[src/rtl/mlcsub_stream.sv]
`default_nettype none
// mlcsub_stream: word-serial multi-precision subtractor D = A - B - bin, LS word first, valid/ready streams.
// Optional SUB_ZERO_DETECT_EN adds a 'zero' output flagging an all-zero difference.
module mlcsub_stream #(
  parameter int WORD_W    = 16,
  parameter int NUM_WORDS = 256
) (
  input  logic              clk,
  input  logic              rst,
  input  logic              start,
  input  logic              bin,
  input  logic              in_valid,
  output logic              in_ready,
  input  logic [WORD_W-1:0] a_word,
  input  logic [WORD_W-1:0] b_word,
  output logic              out_valid,
  input  logic              out_ready,
  output logic [WORD_W-1:0] d_word,
  output logic              out_last,
  output logic              done,
  output logic              borrow_out,
`ifdef SUB_ZERO_DETECT_EN
  output logic              zero,
`endif
  output logic              busy
);

  localparam int CNT_W = $clog2(NUM_WORDS + 1);
  localparam logic [CNT_W-1:0] LAST_CNT = CNT_W'(NUM_WORDS - 1);

  typedef enum logic [1:0] {
    S_IDLE  = 2'd0,
    S_RUN   = 2'd1,
    S_DRAIN = 2'd2,
    S_DONE  = 2'd3
  } state_t;

  state_t            state_q, state_d;
  logic [CNT_W-1:0]  cnt_q, cnt_d;
  logic              borrow_q, borrow_d;
  logic [WORD_W-1:0] d_word_q, d_word_d;
  logic              out_valid_q, out_valid_d;
  logic              out_last_q, out_last_d;
  logic              borrow_out_q, borrow_out_d;
`ifdef SUB_ZERO_DETECT_EN
  logic              nz_q, nz_d;
  logic              zero_q, zero_d;
`endif

  logic              accept;
  logic              xfer;
  logic [WORD_W:0]   diff;

  // Extra MSB of the (WORD_W+1)-bit difference is the borrow into the next word.
  assign diff     = {1'b0, a_word} - {1'b0, b_word} - {{WORD_W{1'b0}}, borrow_q};
  assign in_ready = (state_q == S_RUN) && (!out_valid_q || out_ready);
  assign accept   = in_valid && in_ready;
  assign xfer     = out_valid_q && out_ready;

  always_comb begin
    state_d      = state_q;
    cnt_d        = cnt_q;
    borrow_d     = borrow_q;
    d_word_d     = d_word_q;
    out_last_d   = out_last_q;
    borrow_out_d = borrow_out_q;
    out_valid_d  = xfer ? 1'b0 : out_valid_q;
`ifdef SUB_ZERO_DETECT_EN
    nz_d         = nz_q;
    zero_d       = zero_q;
`endif
    case (state_q)
      S_IDLE: begin
        if (start) begin
          borrow_d     = bin;
          cnt_d        = '0;
          borrow_out_d = 1'b0;
`ifdef SUB_ZERO_DETECT_EN
          nz_d         = 1'b0;
          zero_d       = 1'b0;
`endif
          state_d      = S_RUN;
        end
      end
      S_RUN: begin
        if (accept) begin
          d_word_d    = diff[WORD_W-1:0];
          borrow_d    = diff[WORD_W];
          out_valid_d = 1'b1;
          out_last_d  = (cnt_q == LAST_CNT);
          cnt_d       = cnt_q + CNT_W'(1);
`ifdef SUB_ZERO_DETECT_EN
          nz_d        = nz_q | (|diff[WORD_W-1:0]);
`endif
          if (cnt_q == LAST_CNT) begin
            state_d = S_DRAIN;
          end
        end
      end
      S_DRAIN: begin
        // Publish the final flags as we enter DONE so they are visible alongside done.
        if (xfer) begin
          borrow_out_d = borrow_q;
`ifdef SUB_ZERO_DETECT_EN
          zero_d       = ~nz_q;
`endif
          state_d      = S_DONE;
        end
      end
      default: begin
        state_d = S_IDLE;
      end
    endcase
  end

  always_ff @(posedge clk or posedge rst) begin
    if (rst) begin
      state_q      <= S_IDLE;
      cnt_q        <= '0;
      borrow_q     <= 1'b0;
      d_word_q     <= '0;
      out_valid_q  <= 1'b0;
      out_last_q   <= 1'b0;
      borrow_out_q <= 1'b0;
`ifdef SUB_ZERO_DETECT_EN
      nz_q         <= 1'b0;
      zero_q       <= 1'b0;
`endif
    end else begin
      state_q      <= state_d;
      cnt_q        <= cnt_d;
      borrow_q     <= borrow_d;
      d_word_q     <= d_word_d;
      out_valid_q  <= out_valid_d;
      out_last_q   <= out_last_d;
      borrow_out_q <= borrow_out_d;
`ifdef SUB_ZERO_DETECT_EN
      nz_q         <= nz_d;
      zero_q       <= zero_d;
`endif
    end
  end

  assign out_valid  = out_valid_q;
  assign d_word     = d_word_q;
  assign out_last   = out_last_q;
  assign borrow_out = borrow_out_q;
  assign done       = (state_q == S_DONE);
  assign busy       = (state_q != S_IDLE);
`ifdef SUB_ZERO_DETECT_EN
  assign zero       = zero_q;
`endif

endmodule
`default_nettype wire
[config.mk]
export PLATFORM = sky130hd
export DESIGN_NAME = mlcsub_stream
export DESIGN_NICKNAME = d
export VERILOG_FILES = /design/src/rtl/mlcsub_stream.sv
export SDC_FILE = /design/constraint.sdc
export NUM_CORES = 1
export LEC_CHECK = 0
export CORE_UTILIZATION = 40
export CTS_CLUSTER_SIZE = 12
export DETAILED_ROUTE_END_ITERATION = 12
export PLACE_DENSITY = 0.68
export SLEW_MARGIN = 20
export SYNTH_ARGS = -nofsm -noshare
export SYNTH_HDL_FRONTEND = slang
export SYNTH_SLANG_ARGS = --single-unit
[constraint.sdc]
create_clock -name clk -period 5.9 [get_ports clk]
set_input_delay 0.59 -clock clk [delete_from_list [all_inputs] [get_ports clk]]
set_output_delay 0.59 -clock clk [all_outputs]
set_load 0.05 [all_outputs]
==> qor.csv <==
stage,metric,value,unit
run_status,outcome,completed,
floorplan,Core Region,0.00599,mm2
yosys,total standard cell area after synthesis,0.00252,mm2
cts,CTS-repair resized insts,0,
sta,worst relative slew slack,46.9,%
worst_setup_path,critical path data arrival time,3.17,ns
power_and_ir_drop,Static Leakage,0.00156,uW
cts,quantity of hold-fixing buffers added after cts,0,
worst_setup_path,reg2reg setup slack,2.91,ns
routing,1st-pass router iterations,4,
sta,Fin Clk Skew,0.00672,ns
routing,total DRC errors in the routed layout,0,
floorplan,Total Die Area,0.00661,mm2
sta,max-slew violation count,0,
flow_run,max-cap check violation count,0,
sta,final sum of negative setup slack,0,ns
worst_setup_path,CP startpoint kind,primary input,
floorplan,initial core utilization,42.0,%
sta,number of endpoints failing setup at the final stage,0,
worst_setup_path,required time reported for the critical path endpoint,6.05,ns
global_routing,Tot GR Track Use,17.8,%
sta,slew at the pin with the worst max-slew slack,0.795,ns
power_and_ir_drop,Overall Power,1330,uW
global_routing,first-pass GRT wire length,9030,um
sta,number of failing hold endpoints at the final stage,0,
cts,clock root buffer,clkbuf_8,
worst_setup_path,type of destination of the critical path,register,
power_and_ir_drop,peak ir drop on the vdd network,0.000209,V
cts,clock latency on the worst-skew pair,0.29,ns
worst_setup_path,capture point of the worst reg-to-reg path,cnt_q[7]$_DFFE_PP0P_,
routing,via count,2198,
cts,number of sinks driven by the clock tree,31,
yosys,average cell area after synthesis,8.20,um2
worst_setup_path,"Max FO, Critical Path",2,
final_layout,number of diodes added for antenna fixing,0,
sta,final critical delay including setup and external delays,3.02,ns
routing,Wirelength per Cell,11.7,um
routing,final wirelength,5230,um
floorplan,height of the chip,81.3,um
yosys,synthesized net count,383,
worst_setup_path,R2R cell count,8,
routing,number of routed nets with antenna violations,0,
sta,unrepaired setup endpoints after global routing,false,
sta,"Period Utilization, post-route",51.2,%
final_layout,fraction of layout instances using a drive strength above 1,5.14,%
sta,max frequency,331,MHz
global_routing,GRT overflow,0,
yosys,Yosys warning total,0,
floorplan,standard-cell rows,28,
cts,CTS tree,built,
cts,clock transition at the registers of the reported paths,0.07,ns
cts,buffer levels on the longest clock path,2,
cts,post-CTS setup buffer count,0,
placed_design,total of buffers placed on input and output ports,59,
yosys,count of mapped cells out of synthesis,307,
global_routing,largest net degree at the start of global routing,32,
global_routing,via count of the first global-routing pass,2063,
routing,detailed-route vias per instance,4.94,
final_layout,layout-stage area growth over the synthesis result,30.6,%
worst_setup_path,capturing element of the worst setup path,d_word[13]$_DFFE_PP0P_,
cts,H-tree depth,2,
hold_path,class of the tightest hold or removal check,register to register,
worst_setup_path,worst setup path class,primary input to register,
routing,DRT iter0 DRCs,55,
final_layout,Nets,445,
placed_design,placer's final routability congestion estimate,0.838,
worst_setup_path,critical path startpoint,b_word[0],
floorplan,die width,81.3,um
worst_setup_path,startpoint of the worst register-to-register path,state_q[1]$_DFFE_PP0P_,
floorplan,IO Count,60,
yosys,sequential cell area fraction in the yosys report,30.8,%
placed_design,Final HPWL DP,4150,um
global_routing,number of antenna violations at the first check in global routing,0,
yosys,library cells used by synthesis,42,
cts,CTS Buf Count,5,
yosys,Seq cells post-synth,31,
power_and_ir_drop,power per unit of standard cell area,405,mW/mm2
## synth_stat cells (all sizes together)
cell | instances | area, um2
xor2 | 5 | 43.8
nand3b | 1 | 7.51
o211a | 1 | 10.0
o211ai | 2 | 20.0
nand2b | 4 | 25.0
nor2 | 16 | 60.1
nor3 | 4 | 20.0
or2 | 2 | 12.5
a2111oi | 1 | 8.76
or4 | 1 | 7.51
fa | 2 | 40.0
nor3b | 2 | 15.0
nor2b | 2 | 12.5
o31ai | 5 | 37.5
ha | 36 | 450
a21oi | 19 | 95.1
a21o | 5 | 38.8
inv | 53 | 199
dfrtp | 31 | 776
a21bo | 1 | 10.0
a211oi | 3 | 22.5
a31oi | 5 | 46.3
and2 | 5 | 31.3
o22ai | 1 | 6.26
nand2 | 42 | 160
nand4 | 1 | 6.26
o311a | 1 | 11.3
o21ai | 31 | 159
o21a | 2 | 15.0
xnor2 | 8 | 70.1
and4 | 2 | 17.5
buf | 2 | 15.0
a31o | 1 | 17.5
o31a | 1 | 8.76
nand3 | 6 | 30.0
clkbuf | 3 | 11.3
## power by group
part	internal [uW]	switching [uW]
sequential	288	54.2
combinational	286	514
clock	106	82.3
## critical path, stage by stage
cell and delay (ns):
clkdlybuf4s50_1 0.45, inv_1 0.05, fa_1 0.43, ha_1 0.31, o211a_1 0.15, a211oi_1 0.06
a2111oi_0 0.69, a21bo_2 0.25, xnor2_1 0.11, o21ai_0 0.09
## state kept, by name (all words and copies together), names as in the netlist
signal,cells
state_q,2
out_valid,1
borrow_q,1
d_word,16
borrow_out,1
cnt_q,9
out_last,1
## final cells by class
type	count	area, um2
Multi-Input combinational cell	218	1520
Tap cell	75	93.8
Sequential cell	31	776
Timing Repair Buffer	60	598
Clock buffer	7	96.3
Fill cell	562	2700
Inverter	53	199
Clock inverter	1	7.51
## layout by cell type, fill, tap and decap left out, types with 2 or more instances in the layout
| cell type | instances |
|---|---|
| o21a_1 | 2 |
| and2_1 | 5 |
| clkdlybuf4s50_1 | 59 |
| and4_1 | 2 |
| nor2_1 | 16 |
| ha_1 | 36 |
| nor2b_1 | 2 |
| dfrtp_1 | 31 |
| xnor2_1 | 8 |
| nand3_1 | 6 |
| a21o_1 | 4 |
| xor2_1 | 5 |
| or2_2 | 2 |
| a21oi_1 | 19 |
| nor3_1 | 4 |
| o31ai_1 | 5 |
| clkbuf_8 | 7 |
| fa_1 | 2 |
| nor3b_1 | 2 |
| nand2_1 | 41 |
| nand2b_1 | 4 |
| inv_1 | 53 |
| o21ai_0 | 30 |
| a31oi_1 | 4 |
| a211oi_1 | 3 |
## worst min path at each step
stage | from | to | slack [ns] | cells after the start
final | d_word[6]$_DFFE_PP0P_ | d_word[6]$_DFFE_PP0P_ | 0.49 | 2
after floorplan | cnt_q[7]$_DFFE_PP0P_ | cnt_q[7]$_DFFE_PP0P_ | 0.45 | 1
after detailed placement | out_last$_DFFE_PP0P_ | out_last$_DFFE_PP0P_ | 0.47 | 2
after global placement | out_last$_DFFE_PP0P_ | out_last$_DFFE_PP0P_ | 0.47 | 2
after global routing | d_word[12]$_DFFE_PP0P_ | d_word[12]$_DFFE_PP0P_ | 0.52 | 2
after CTS | out_last$_DFFE_PP0P_ | out_last$_DFFE_PP0P_ | 0.49 | 2
## stage by stage
stage          utilization [%]  hold WS, ns  cells  cell area [um2]  setup slack, ns
3_3_place_gp              53.1        0.466    437             3180             2.67
3_5_place_dp              53.1        0.475    437             3180             2.60
4_1_cts                   54.9        0.489    445             3290             2.87
5_1_grt                   54.9        0.520    445             3290             2.59
2_1_floorplan                -        0.452    307             2520             3.33
6_report                  54.9        0.486    445             3290             2.88
## metal layers
| layer | vias to the layer above | GRT usage (%) | part of all wire (%) |
|---|---|---|---|
| li1 | 1154 | - | - |
| met1 | 985 | 22.1 | 45 |
| met2 | 52 | 29.9 | 49 |
| met3 | 7 | 3.93 | 4.0 |
| met4 | 0 | 6.79 | 1.6 |
| met5 | - | 0 | 0 |
## logic make-up after synthesis
group                      count (synthesis)  share of synthesized area [%]
AOI/OAI and AO/OA                         79                           20.1
xor gates and xnor gates                  13                           4.52
adders and majority gates                 38                           19.5
buffers and inverters                     58                           8.95
DFF                                       31                           30.8
and+or+nand+nor                           88                           16.1
(Power assumes the default switching activity.)
==> variant 1 (config.mk and constraints unchanged) <==
One comparison of `cnt_q` changes from == to >=.
--- a/src/rtl/mlcsub_stream.sv
+++ b/src/rtl/mlcsub_stream.sv
@@ -87,7 +87,7 @@
           d_word_d    = diff[WORD_W-1:0];
           borrow_d    = diff[WORD_W];
           out_valid_d = 1'b1;
-          out_last_d  = (cnt_q == LAST_CNT);
+          out_last_d  = (cnt_q >= LAST_CNT);
           cnt_d       = cnt_q + CNT_W'(1);
 `ifdef SUB_ZERO_DETECT_EN
           nz_d        = nz_q | (|diff[WORD_W-1:0]);
Function: no difference found for any inputs over 10 cycles, from zero or initial values and one cycle with rst high; that may be too few to reach the edited logic, so the function may still have changed.
==> variant 1 against the original RTL <==
Synthesized area rose by 12%; clock power decreased by 2%; worst hold slack worse by 0.0054 ns; sequential cell count unchanged; utilization decreased by 2.0 points; cell count grew 13%; final area grew 9.2%; register-to-register slack improved by 0.27 ns; power grew 15%; setup slack better by 0.11 ns; routed wire length is 24% higher; critical endpoint is now borrow_q.
==> variant 1: results (changes against the original RTL) <==
stage	metric	value	unit	change
status	status	completed		
routing	drtPass1Iterations	4		unchanged
synthesis	largest_cells_by_area_after_synthesis	dfrtp_1, ha_1, inv_1, nand2_1, o21ai_0		
global_routing	grt_antenna_before_repair	0		unchanged
cts	cts-buffers-inserted	5		unchanged
cts	postCtsResizedCells	0		unchanged
synthesis	synth_seq_area_share	27.5	%	-3.3 points
power_and_ir_drop	maximum_ir_drop_on_the_vdd_rail	0.142	mV	-32%
cts	post-cts-setup-buffers	0		unchanged
cts	worstSkewPairLatency	0.28	ns	
cts	max-clock-path-buffers	2		unchanged
critical_path	crit_arrival	3.07	ns	-0.10 ns
finish	num_antenna_cells	0		unchanged
finish	layout.filler_cells	668		+19%
finish	layout.nets	483		+8.5%
sta	worstMarginPinSlew	0.825	ns	+0.0302 ns
global_routing	largest_net_degree_at_the_start_of_global_routing	45		+41%
placement	portBuffers	59		unchanged
critical_path	critical-path-top-delay-family	adder cells		
critical_path	worstPathMaxFanout	6		+4
power_and_ir_drop	power.share.combinational	62.0	%	+1.9 points
routing	vias	2622		+19%
global_routing	grt_pass1_wl	11400	um	+27%
synthesis	synth_cell_type_count	63		+50%
synthesis	synth_nets	426		+11%
placement	dpl.hpwl	4980	um	+20%
cts	clk_root_buffer_cell	clkbuf_8		
power_and_ir_drop	p_int	771	uW	+13%
synthesis	ys_warn_count	0		unchanged
cts	worst_setup_hold_path_clk_slew	0.06	ns	
routing	drt-total-wl	6490	um	+24%
global_routing	number_of_global_route_vias_before_repair	2543		+23%
synthesis	dominantRegCellSynth	dfrtp_1		
cts	cts_max_level	2		unchanged
sta	hold_violations	0		unchanged
placement	place_congestion	0.828		-1.1%
critical_path	timing.critical_path.slowest_stage_cell	clkdlybuf4s50_1		
critical_path	critical_path.max_stage_delay	0.46	ns	-0.23 ns
power_and_ir_drop	pwr-share-clk	12.1	%	-2.0 points
finish	drive_gt1_share	5.39	%	+0.26 points
sta	skew	0.00435	ns	-0.00237 ns
global_routing	grtUsageTotal	19.1	%	+1.2 points
finish	largest_reg_flops	16		unchanged
synthesis	async_reset_ff_share	100	%	unchanged
routing	drt_iter0_markers	132		+140%
power_and_ir_drop	p_leak	1.65	nW	+5.6%
synthesis	yosys-top-cells-count	inv_1, nand2_1, ha_1, dfrtp_1, o21ai_0		
hold_path	min-delay-path-class	reg -> reg		
## variant 1: through the flow
step | power [mW] | std cells | area (sq um) | setup slack [ns] | util (%)
6_report | 1.52 | 504 | 3590 | 2.99 | 52.8
5_1_grt | 1.65 | 504 | 3590 | 2.82 | 52.8
4_1_cts | 1.53 | 504 | 3590 | 2.99 | 52.8
3_5_place_dp | 1.35 | 496 | 3490 | 2.70 | 51.3
3_3_place_gp | 1.32 | 496 | 3490 | 2.77 | 51.3
2_1_floorplan | 1.06 | 350 | 2820 | 3.36 | -
## variant 1: layer usage
layer / part of all wire [%] / global-route usage, %
met1: 47 / 26.1
met3: 3.7 / 2.79
met4: 0.79 / 5.61
met2: 48 / 31.2
met5: 0 / 0
## variant 1: logic make-up after synthesis
group                      Yosys count  share of synthesized area, %
adders and majority gates           38                          17.4
muxes                                6                          2.17
DFF                                 31                          27.5
and+or+nand+nor                    119                          20.8
AOI/OAI and AO/OA                   85                          21.0
xor gates and xnor gates             6                          1.86
buffers and inverters               65                          9.23
## variant 1: final timing paths
kind | from | to | slack [ns] | cells past startpoint
max reg2reg | state_q[1] | borrow_q | 3.18 | 6
max in group asynchronous | rst | d_word[12] | 4.91 | 3
min | d_word[8] | d_word[8] | 0.48 | 2
max | b_word[0] | borrow_q | 2.99 | 9
min reg2reg | d_word[8] | d_word[8] | 0.48 | 2
min in group asynchronous | rst | cnt_q[5] | 0.70 | 3
## variant 1: cell type report
class                      count  area share, %
multi-input combinational    254           49.7
sequential                    31           21.6
timing repair buffer          61           16.9
inverter                      54           5.65
tap                           96           3.35
clock buffer                   8           2.79
==> variant 2 (config.mk and constraints unchanged) <==
Made on the original files. `NUM_WORDS`: 256 -> 1024.
--- a/src/rtl/mlcsub_stream.sv
+++ b/src/rtl/mlcsub_stream.sv
@@ -3,7 +3,7 @@
 // Optional SUB_ZERO_DETECT_EN adds a 'zero' output flagging an all-zero difference.
 module mlcsub_stream #(
   parameter int WORD_W    = 16,
-  parameter int NUM_WORDS = 256
+  parameter int NUM_WORDS = 1024
 ) (
   input  logic              clk,
   input  logic              rst,
Check against the original RTL: same outputs for any inputs over 10 cycles, from zero or initial values and one cycle with rst high; that may be too few to reach the edited logic, so the function may still have changed.
==> variant 2 against the original RTL <==
Power down 31%; final area up 3.7%; sequential cell count up 2; setup slack worse by 0.052 ns; synthesized area up 5.6%; routed wire length up 7.3%; synthesized cell count up 3.6%; highest routed layer unchanged.
==> variant 2: results (changes against the original RTL) <==
stage	metric	value	unit	change
routing	drt_iter0_markers	98		+78%
routing	drtPass1Iterations	4		unchanged
critical_path	ff_to_ff_start	state_q[1]		
synthesis	yosys-top-cells-count	inv_1, nand2_1, ha_1, dfrtp_1, o21ai_0		
cts	worst_setup_hold_path_clk_slew	0.07	ns	about the same
critical_path	setup.reg_to_reg.worst_slack	3.10	ns	+0.19 ns
routing	route.detailed.wl_per_inst	12.3	um	+4.7%
cts	cts_max_level	2		unchanged
synthesis	synth_cell_type_count	48		+14%
sta	worstMarginPinSlew	0.572	ns	-0.222 ns
cts	clk_root_buffer_cell	clkbuf_8		
power_and_ir_drop	maximum_ir_drop_on_the_vdd_rail	0.163	mV	-22%
global_routing	number_of_global_route_vias_before_repair	2306		+12%
power_and_ir_drop	p_leak	1.61	nW	+2.8%
critical_path	startpoint_type	flip-flop		
critical_path	crit_arrival	2.48	ns	-0.69 ns
placement	dpl_cell_area	3320	sq um	+4.4%
finish	layout.nets	454		+2.0%
critical_path	worstRegToRegCells	6		-2
synthesis	synth_nets	393		+2.6%
routing	vias	2367		+7.7%
placement	portBuffers	59		unchanged
status	status	completed		
global_routing	use_met3	2.18	%	-1.8 points
global_routing	grtUsageMet1	22.5	%	+0.43 points
hold_path	holdCritStartpoint	out_last		
critical_path	worstPathMaxFanout	12		+10
hold_path	holdPathEnd	out_last		
synthesis	async_reset_ff_share	100	%	unchanged
global_routing	largest_net_degree_at_the_start_of_global_routing	38		+19%
global_routing	grt_antenna_before_repair	0		unchanged
global_routing	grtUsageTotal	17.1	%	-0.78 points
power_and_ir_drop	p_int	536	uW	-21%
sta	skew	0.00286	ns	-0.00386 ns
finish	drive_gt1_share	4.75	%	-0.39 points
synthesis	synth_seq_area_share	31.1	%	+0.24 points
hold_path	number_of_stages_on_the_worst_hold_path	2		unchanged
placement	place_congestion	0.842		+0.42%
placement	dpl.hpwl	4440	um	+7.0%
global_routing	grt.met2_usage	29.0	%	-0.93 points
critical_path	reg2reg_end	state_q[1]		
global_routing	grt_pass1_wl	9940	um	+10%
synthesis	synth_top_cell_area_share	31.1	%	+0.24 points
synthesis	largest_cells_by_area_after_synthesis	dfrtp_1, ha_1, inv_1, nand2_1, o21ai_0		
finish	layout.filler_cells	613		+9.1%
variant 2: cell types whose count changed after synthesis, moves of 4 or more:
cell	change
a31oi_1	-4
and2_1	-4
nand4_1	+6
o21ai_0	-5
xor2_1	+4
variant 2: area by class of cell:
cell class	instances	area, sq um	share of cell area, %
clock buffer	7	86.3	2.53
inverter	55	206	6.06
multi-input combinational	224	1600	46.8
sequential	33	826	24.2
tap	77	96.3	2.83
timing repair buffer	60	598	17.5
variant 2: logic make-up (layout without fill, tap and decap cells):
| logic type | count (synthesis) | count (layout) | synth area share (%) |
|---|---|---|---|
| simple gates | 100 | 100 | 19.5 |
| compound gates | 71 | 71 | 17.1 |
| buf+inv | 61 | 122 | 8.89 |
| fa+ha+maj | 37 | 37 | 18.0 |
| flops | 33 | 33 | 31.1 |
| xor+xnor | 14 | 14 | 4.61 |
| mux | 2 | 2 | 0.800 |
variant 2: worst max path at each step:
| stage | endpoint | cells past startpoint |
|---|---|---|
| after floorplan | d_word[9] | 8 |
| after global placement | d_word[9] | 9 |
| after detailed placement | d_word[9] | 9 |
| after CTS | in_ready | 5 |
| after global routing | in_ready | 5 |
| final | in_ready | 5 |
variant 2: routing by layer:
layer	vias up	part of all wire [%]
li1	1196	-
met1	1110	46
met2	51	48
met3	10	3.5
met4	0	1.8
met5	-	0
variant 2: power groups by stage:
stage	Clock (mW)	Sequential (mW)	Combinational, mW
2_1_floorplan	0	0.422	0.188
3_3_place_gp	0	0.315	0.432
3_5_place_dp	0	0.316	0.436
4_1_cts	0.176	0.312	0.438
5_1_grt	0.184	0.318	0.473
6_report	0.171	0.311	0.434
variant 2: per-stage QoR:
stage               util [%]  cells  worst slack [ns]  total power, mW  hold slack, ns
finish                  53.4    456              2.83            0.916           0.478
global route            53.4    456              2.73            0.975           0.515
CTS                     53.4    456              2.83            0.926           0.489
detailed placement      52.0    449              2.75            0.752           0.473
global placement        52.0    449              2.82            0.747           0.454
floorplan                  -    318              3.39            0.610           0.468
variant 2: worst max-delay path, stage by stage (launching register included):
cell and delay [ns]:
dfrtp_1 0.42, inv_1 0.10, ha_1 0.51, inv_1 0.19, nor2_1 0.17, clkdlybuf4s50_1 0.81
